$ cat config.mk
export PLATFORM = sky130hd
export DESIGN_NAME = rca_pipe_adder
export DESIGN_NICKNAME = d
export VERILOG_FILES = /design/src/rtl/rca_pipe_adder.sv
export SDC_FILE = /design/constraint.sdc
export NUM_CORES = 1
export LEC_CHECK = 0
export BUFFER_PORTS_ARGS = -buffer_cell sky130_fd_sc_hd__buf_2
export CAP_MARGIN = 5
export CORE_UTILIZATION = 60
export CTS_CLUSTER_SIZE = 28
export DETAILED_ROUTE_END_ITERATION = 10
export GPL_TIMING_DRIVEN = 0
export MAX_ROUTING_LAYER = met4
export PLACE_DENSITY = 0.83
export SLEW_MARGIN = 10
export SYNTH_ARGS = -nofsm -noshare
export SYNTH_HDL_FRONTEND = slang
export SYNTH_SLANG_ARGS = --single-unit
$ cat constraint.sdc
create_clock -name clk -period 4.6 [get_ports clk]
set_clock_uncertainty 0.1 [all_clocks]
set_input_delay 0.92 -clock clk [delete_from_list [all_inputs] [get_ports clk]]
set_output_delay 0.92 -clock clk [all_outputs]
set_load 0.01 [all_outputs]
$ cat src/rtl/rca_pipe_adder.sv
// Pipelined ripple-carry adder/subtractor. Each stage adds one CHUNK-bit slice and
// registers its carry for the next stage. Valid/ready flow control collapses bubbles.
module rca_pipe_adder #(
  parameter int WIDTH = 16,
  parameter int CHUNK = 4
) (
  input  logic             clk,
  input  logic             rst_n,
  input  logic             in_valid,
  output logic             in_ready,
  input  logic [WIDTH-1:0] a,
  input  logic [WIDTH-1:0] b,
  input  logic             cin,
  input  logic             sub,
  output logic             out_valid,
  input  logic             out_ready,
  output logic [WIDTH-1:0] sum,
  output logic             cout,
  output logic             ovf,
  output logic             busy
);

  localparam int STAGES = (CHUNK >= 1) ? (WIDTH / CHUNK) : 1;

  if ((CHUNK < 1) || ((WIDTH % ((CHUNK >= 1) ? CHUNK : 1)) != 0)) begin : g_bad_param
    $error("rca_pipe_adder: WIDTH must be a positive multiple of CHUNK");
  end

  function automatic logic [CHUNK:0] add_chunk(input logic [CHUNK-1:0] x,
                                               input logic [CHUNK-1:0] y,
                                               input logic             ci);
    logic             c;
    logic [CHUNK-1:0] s;
    c = ci;
    s = '0;
    for (int i = 0; i < CHUNK; i++) begin
      s[i] = x[i] ^ y[i] ^ c;
      c    = (x[i] & y[i]) | (c & (x[i] ^ y[i]));
    end
    return {c, s};
  endfunction

  logic [STAGES-1:0] r_v;
  logic [STAGES-1:0] w_adv;
  logic [STAGES-1:0] w_ld;
  logic              w_full;
  logic              w_in_fire;
  logic [WIDTH-1:0]  w_beff;
  logic              w_c0;

  // A stage advances when it is valid and either the output accepts or some
  // later stage is empty, so the stalled run behind it can compress.
  always_comb begin
    w_adv  = '0;
    w_full = 1'b1;
    for (int k = STAGES - 1; k >= 0; k--) begin
      w_adv[k] = r_v[k] & (out_ready | ~w_full);
      w_full   = w_full & r_v[k];
    end
  end

  assign in_ready  = ~r_v[0] | w_adv[0];
  assign w_in_fire = in_valid & in_ready;
  assign w_ld      = (w_adv << 1) | STAGES'(w_in_fire);
  assign out_valid = r_v[STAGES-1];
  assign busy      = |r_v;

  assign w_beff = sub ? ~b : b;
  assign w_c0   = sub | cin;

  always_ff @(posedge clk or negedge rst_n) begin
    if (!rst_n) begin
      r_v <= '0;
    end else begin
      r_v <= w_ld | (r_v & ~w_adv);
    end
  end

  for (genvar k = 0; k < STAGES; k++) begin : g_st
    localparam int REM = WIDTH - (k + 1) * CHUNK;

    logic [CHUNK-1:0]       w_x;
    logic [CHUNK-1:0]       w_y;
    logic                   w_ci;
    logic [CHUNK:0]         w_res;
    logic [(k+1)*CHUNK-1:0] w_s_nxt;
    logic [(k+1)*CHUNK-1:0] r_s;
    logic                   r_c;

    // Stage boundary: stage 0 takes the raw operands, later stages take the
    // previous stage's remaining operand bits, partial sum and carry.
    if (k == 0) begin : g_src
      assign w_x     = a[CHUNK-1:0];
      assign w_y     = w_beff[CHUNK-1:0];
      assign w_ci    = w_c0;
      assign w_s_nxt = w_res[CHUNK-1:0];
    end else begin : g_src
      assign w_x     = g_st[k-1].g_op.r_a[CHUNK-1:0];
      assign w_y     = g_st[k-1].g_op.r_b[CHUNK-1:0];
      assign w_ci    = g_st[k-1].r_c;
      assign w_s_nxt = {w_res[CHUNK-1:0], g_st[k-1].r_s};
    end

    assign w_res = add_chunk(w_x, w_y, w_ci);

    always_ff @(posedge clk or negedge rst_n) begin
      if (!rst_n) begin
        r_s <= '0;
        r_c <= 1'b0;
      end else if (w_ld[k]) begin
        r_s <= w_s_nxt;
        r_c <= w_res[CHUNK];
      end
    end

    if (REM > 0) begin : g_op
      logic [REM-1:0] w_a_up;
      logic [REM-1:0] w_b_up;
      logic [REM-1:0] r_a;
      logic [REM-1:0] r_b;

      if (k == 0) begin : g_up
        assign w_a_up = a[WIDTH-1:CHUNK];
        assign w_b_up = w_beff[WIDTH-1:CHUNK];
      end else begin : g_up
        assign w_a_up = g_st[k-1].g_op.r_a[WIDTH-k*CHUNK-1:CHUNK];
        assign w_b_up = g_st[k-1].g_op.r_b[WIDTH-k*CHUNK-1:CHUNK];
      end

      always_ff @(posedge clk or negedge rst_n) begin
        if (!rst_n) begin
          r_a <= '0;
          r_b <= '0;
        end else if (w_ld[k]) begin
          r_a <= w_a_up;
          r_b <= w_b_up;
        end
      end
    end

    if (k == STAGES - 1) begin : g_last
      logic r_ovf;
      // Carry into the MSB is recovered as x ^ y ^ s at the top bit.
      always_ff @(posedge clk or negedge rst_n) begin
        if (!rst_n) begin
          r_ovf <= 1'b0;
        end else if (w_ld[k]) begin
          r_ovf <= w_res[CHUNK] ^ w_x[CHUNK-1] ^ w_y[CHUNK-1] ^ w_res[CHUNK-1];
        end
      end
    end
  end

  assign sum  = g_st[STAGES-1].r_s;
  assign cout = g_st[STAGES-1].r_c;
  assign ovf  = g_st[STAGES-1].g_last.r_ovf;

endmodule

Word level (Yosys, flattened, before mapping)
Cells that the tools add are included.
Storage, ports and cells
  flip-flop bits (word level): 97
Operators by class
  multiplexer cells: 1
  bitwise operators: 104
  reductions and logical operators: 1
Operators with widths (count)
  bitwise AND 1 bit: 39
  bitwise XOR 1 bit: 35
  bitwise OR 1 bit: 21
  2-to-1 mux 16 bit: 1
  inverter 16 bit: 1
  bitwise AND 4 bit: 1
  inverter 1 bit: 4
  inverter 4 bit: 1
  bitwise OR 4 x 1 -> 4 bit: 1
  bitwise OR 4 bit: 1
  OR reduction 4 bit: 1

Logic depth before layout (Yosys ltp)
  depth after elaboration: 12
  gate-level depth with buffers: 9
  depth with buffers taken out: 9

Worst setup path before layout
No wires, ideal clock.
  path kind: input port to flip-flop
  start point: input port sub
  end point: register g_st[0].r_s[3]
  data arrival time: 3.355 ns
  data required time: 4.375 ns
  path slack: 1.020 ns
  stages: 9
  path buffers: 2
  cell sequence: buf_2 buf_2 xnor2_1 fa_1 fa_1 fa_1 inv_1 fa_1 mux2_2
On the way
  longest elaborated chain between the ends: 9
  elaborated cells between the ends (all ways): 16
  those cells by class: 1 x mux; 15 x bitwise
Ends and longest elaborated chain
  start: declaration: RTL line 14  | input logic sub,
  2-to-1 mux 16 bit: RTL line 68  | assign w_beff = sub ? ~b : b;
  bitwise XOR 1 bit: RTL line 38  | c = (x[i] & y[i]) | (c & (x[i] ^ y[i]));
  bitwise AND 1 bit: RTL line 38
  bitwise OR 1 bit: RTL line 38
  bitwise AND 1 bit: RTL line 38
  bitwise OR 1 bit: RTL line 38
  bitwise AND 1 bit: RTL line 38
  bitwise OR 1 bit: RTL line 38
  bitwise XOR 1 bit *: RTL line 37  | s[i] = x[i] ^ y[i] ^ c;
  via g_st[0].w_res[3]: RTL line 85  | logic [CHUNK:0] w_res;
  end signal: assignment: RTL line 111  | r_s <= w_s_nxt;
  end: declaration: RTL line 87  | logic [(k+1)*CHUNK-1:0] r_s;
The timed path passes the listed nets; every way through them passes the cells marked *.
A chain may end at the register's enable or synchronous reset.

Worst setup path after layout
Ends and elaborated chain as after synthesis.

==> impl_metrics.env <==
export IMPL_dr_pass1_iters=4
export IMPL_critical_path_max_fanout=10
export IMPL_synth_nets=343
export IMPL_antenna_found_initial=0
export IMPL_routedWlPerCell_um=14.4
export IMPL_h_tree_depth=3
export IMPL_drive_gt1_frac=0.439
export IMPL_cts_clk_slew_worst_paths_ns=0.09
export IMPL_synth_top_area_cell="dfrtp_1"
export IMPL_synth_most_common_cell="dfrtp_1"
export IMPL_tritoncts="built"
export IMPL_post_cts_buffers=0
export IMPL_diodes=0
export IMPL_crit_path_end_kind="flip-flop"
export IMPL_num_vias=2299
export IMPL_rsz0062_at_grt="no"
export IMPL_synthCells=288
export IMPL_yosys_most_used_dff="dfrtp_1"
export IMPL_nets=412
export IMPL_first_iter_violations=114
export IMPL_start_kind="primary input"
export IMPL_wl_met3_um=177
export IMPL_dp_cells=442
export IMPL_critical_path_class="primary input to flip-flop"
export IMPL_grt_max_degree=70
export IMPL_crit_slowest_cell="fa_1"
export IMPL_pre_cts_ws_ns=0.836
export IMPL_vias_per_cell=5.02
export IMPL_synth_seq_cells=97
export IMPL_maxSlewViolCount=0
export IMPL_fin_setup_tns_ns=0
export IMPL_grt_overflow_total=0
export IMPL_synth_top_area_frac=0.573
export IMPL_finalCriticalPeriod_ns=3.38
export IMPL_grtUsageTotal=0.210
export IMPL_synth_cell_types=20
export IMPL_reg2reg_from="g_st[2].g_op.r_a[0]"
export IMPL_finalCritPeriodShare=0.736
export IMPL_min_path_type="primary input to asynchronous set/reset pin"
export IMPL_r2r_end="ovf"
export IMPL_numCtsBuffers=9
export IMPL_outcome="finished clean"
export IMPL_yosysSeqAreaShare=0.573
export IMPL_slew_headroom=0.739
export IMPL_cp_common_cell="fa_1"
export IMPL_first_global_vias=2327
export IMPL_finalWirelength_um=6610
export IMPL_layoutNonFillerInstCount=458
export IMPL_hold_buffers=0
export IMPL_worst_endpoint_arrival_ns=3.52
export IMPL_syn_area_sq_mm=0.00424
export IMPL_place_gp_congestion=0.751
export IMPL_fin_ws_ns=1.22
export IMPL_row_count=30
export IMPL_r2r_setup_slack_ns=1.94
export IMPL_cpPeakStageDelay_ns=0.41
export IMPL_cts_sinks=97
export IMPL_startpoint="sub"
export IMPL_synth_edf_count=0
export IMPL_die_w_um=86.0
export IMPL_io_buffers=57
export IMPL_path_cells="buf_2 > buf_2 > xnor2_1 > fa_1 > fa_1 > fa_1 > inv_1 > fa_1 > mux2_2"
export IMPL_grt_pass1_wl_um=11300
export IMPL_wl_met2_um=3210
export IMPL_wl_met1_um=3130
export IMPL_synthTopCellsByArea="dfrtp_1 (57%), mux2_2 (19%), fa_1 (8.0%)"
export IMPL_power_uw=2760
export IMPL_core_area_sq_mm=0.00679
export IMPL_worst_pin_slew_ns=0.392
export IMPL_cts_resized=0
export IMPL_ir_drop_uv=251
export IMPL_area_growth_pct=15.4
export IMPL_max_freq_mhz=296
export IMPL_cts_root_buf="clkbuf_8"
export IMPL_routed_top_layer="met4"
export IMPL_reg2reg_depth=9
export IMPL_die_area_sq_mm=0.00740
export IMPL_drc=0
export IMPL_hold_viol=0
export IMPL_drtAntennaViolNets=0
export IMPL_setup_viol=0
export IMPL_dp_hpwl_um=4860
export IMPL_yosys_warnings=0
export IMPL_drv_cap=0
export IMPL_die_y_um=86.0
export IMPL_clockBufferDepth=2
export IMPL_worstSetupEndpoint="g_st[0].r_s[3]"
export IMPL_ys_top_cells_by_count="dfrtp_1 (97), mux2_2 (71), inv_1 (35), fa_1 (17)"
export IMPL_power_density_mw_per_mm2=564
export IMPL_clock_latency_ns=0.35
export IMPL_leakage_uw=0.00235
export IMPL_syn_avg_cell_area_sq_um=14.7
export IMPL_required_ns=4.74
export IMPL_initial_utilization=0.624
export IMPL_ios=59
export IMPL_async_reset_ff_frac=1.00
==> layout make-up <==
class | instances | area, sq um
Tap cell | 96 | 120
Fill cell | 474 | 1900
Buffer | 10 | 62.6
Clock buffer | 10 | 128
Timing Repair Buffer | 58 | 315
Sequential cell | 97 | 2430
Multi-Input combinational cell | 146 | 1620
Inverter | 35 | 131
Clock inverter | 6 | 91.3
==> sequential cells by signal, summed over array words and instances, names as in the netlist <==
signal / count
cout: 1
g_st.g_op.r_a: 24
g_st.r_s: 24
ovf: 1
r_v: 4
g_st.r_c: 3
sum: 16
g_st.g_op.r_b: 24
==> worst max-delay path: cells and delay by family <==
family                     cells  cell delay, ns
xor gates and xnor gates       1            0.14
buffers and inverters          3            0.62
adders and majority gates      4            1.56
muxes                          1            0.27
==> through the flow <==
step / util / hold WS [ns] / instance area [sq um]
4_1_cts: 0.720 / 0.374 / 4890
3_3_place_gp: 0.683 / 0.385 / 4640
6_report: 0.720 / 0.376 / 4890
3_5_place_dp: 0.688 / 0.388 / 4670
2_1_floorplan: - / 0.370 / 4240
5_1_grt: 0.720 / 0.396 / 4890
==> how the worst min path moves through the flow <==
| stage | slack [ns] | end | start | cells after the start |
|---|---|---|---|---|
| floorplan | 0.37 | g_st[1].r_s[0] | g_st[1].r_s[0] | 2 |
| global placement | 0.38 | sum[10] | sum[10] | 1 |
| detailed placement | 0.39 | sum[7] | sum[7] | 1 |
| CTS | 0.37 | sum[11] | rst_n | 1 |
| global route | 0.40 | sum[11] | rst_n | 1 |
| finish | 0.38 | sum[9] | rst_n | 1 |
==> power by group <==
group | leakage [uW] | internal (uW) | total (uW) | switching, uW
Sequential | 0.00114 | 1160 | 1330 | 163
Clock | 0.000111 | 309 | 595 | 286
Combinational | 0.00110 | 457 | 836 | 379
Total | 0.00235 | 1930 | 2760 | 828
==> layout by cell type (no fill, tap or decap), types with 2 or more instances in the layout <==
master,synthesis,layout
inv_1,35,35
mux2_2,71,71
bufinv_16,0,2
xnor2_1,5,5
mux2i_1,12,12
nand2b_1,2,2
fa_1,17,17
nand2_1,5,5
xor2_1,12,12
clkinv_4,0,2
buf_6,2,2
clkbuf_8,0,9
mux2_4,5,5
dfrtp_1,97,97
buf_2,8,64
o21ai_0,10,10
==> metal layers <==
| layer | GRT usage | up-vias |
|---|---|---|
| met5 | - | - |
| met4 | 0.0955 | 0 |
| met3 | 0.0356 | 7 |
| met2 | 0.308 | 40 |
| met1 | 0.290 | 1166 |
| li1 | - | 1086 |
==> kinds of logic (layout without fill, tap and decap cells) <==
| group | after synthesis | in the layout | share of synthesized area |
|---|---|---|---|
| flip-flops | 97 | 97 | 0.573 |
| XOR/XNOR | 17 | 17 | 0.0351 |
| buffers and inverters | 45 | 119 | 0.0458 |
| AO/OA/AOI/OAI | 13 | 13 | 0.0165 |
| AND/OR/NAND/NOR | 11 | 11 | 0.0145 |
| adder cells (fa/ha/maj) | 17 | 17 | 0.0803 |
| multiplexers | 88 | 88 | 0.235 |
Power figures use the tool's default switching activity.
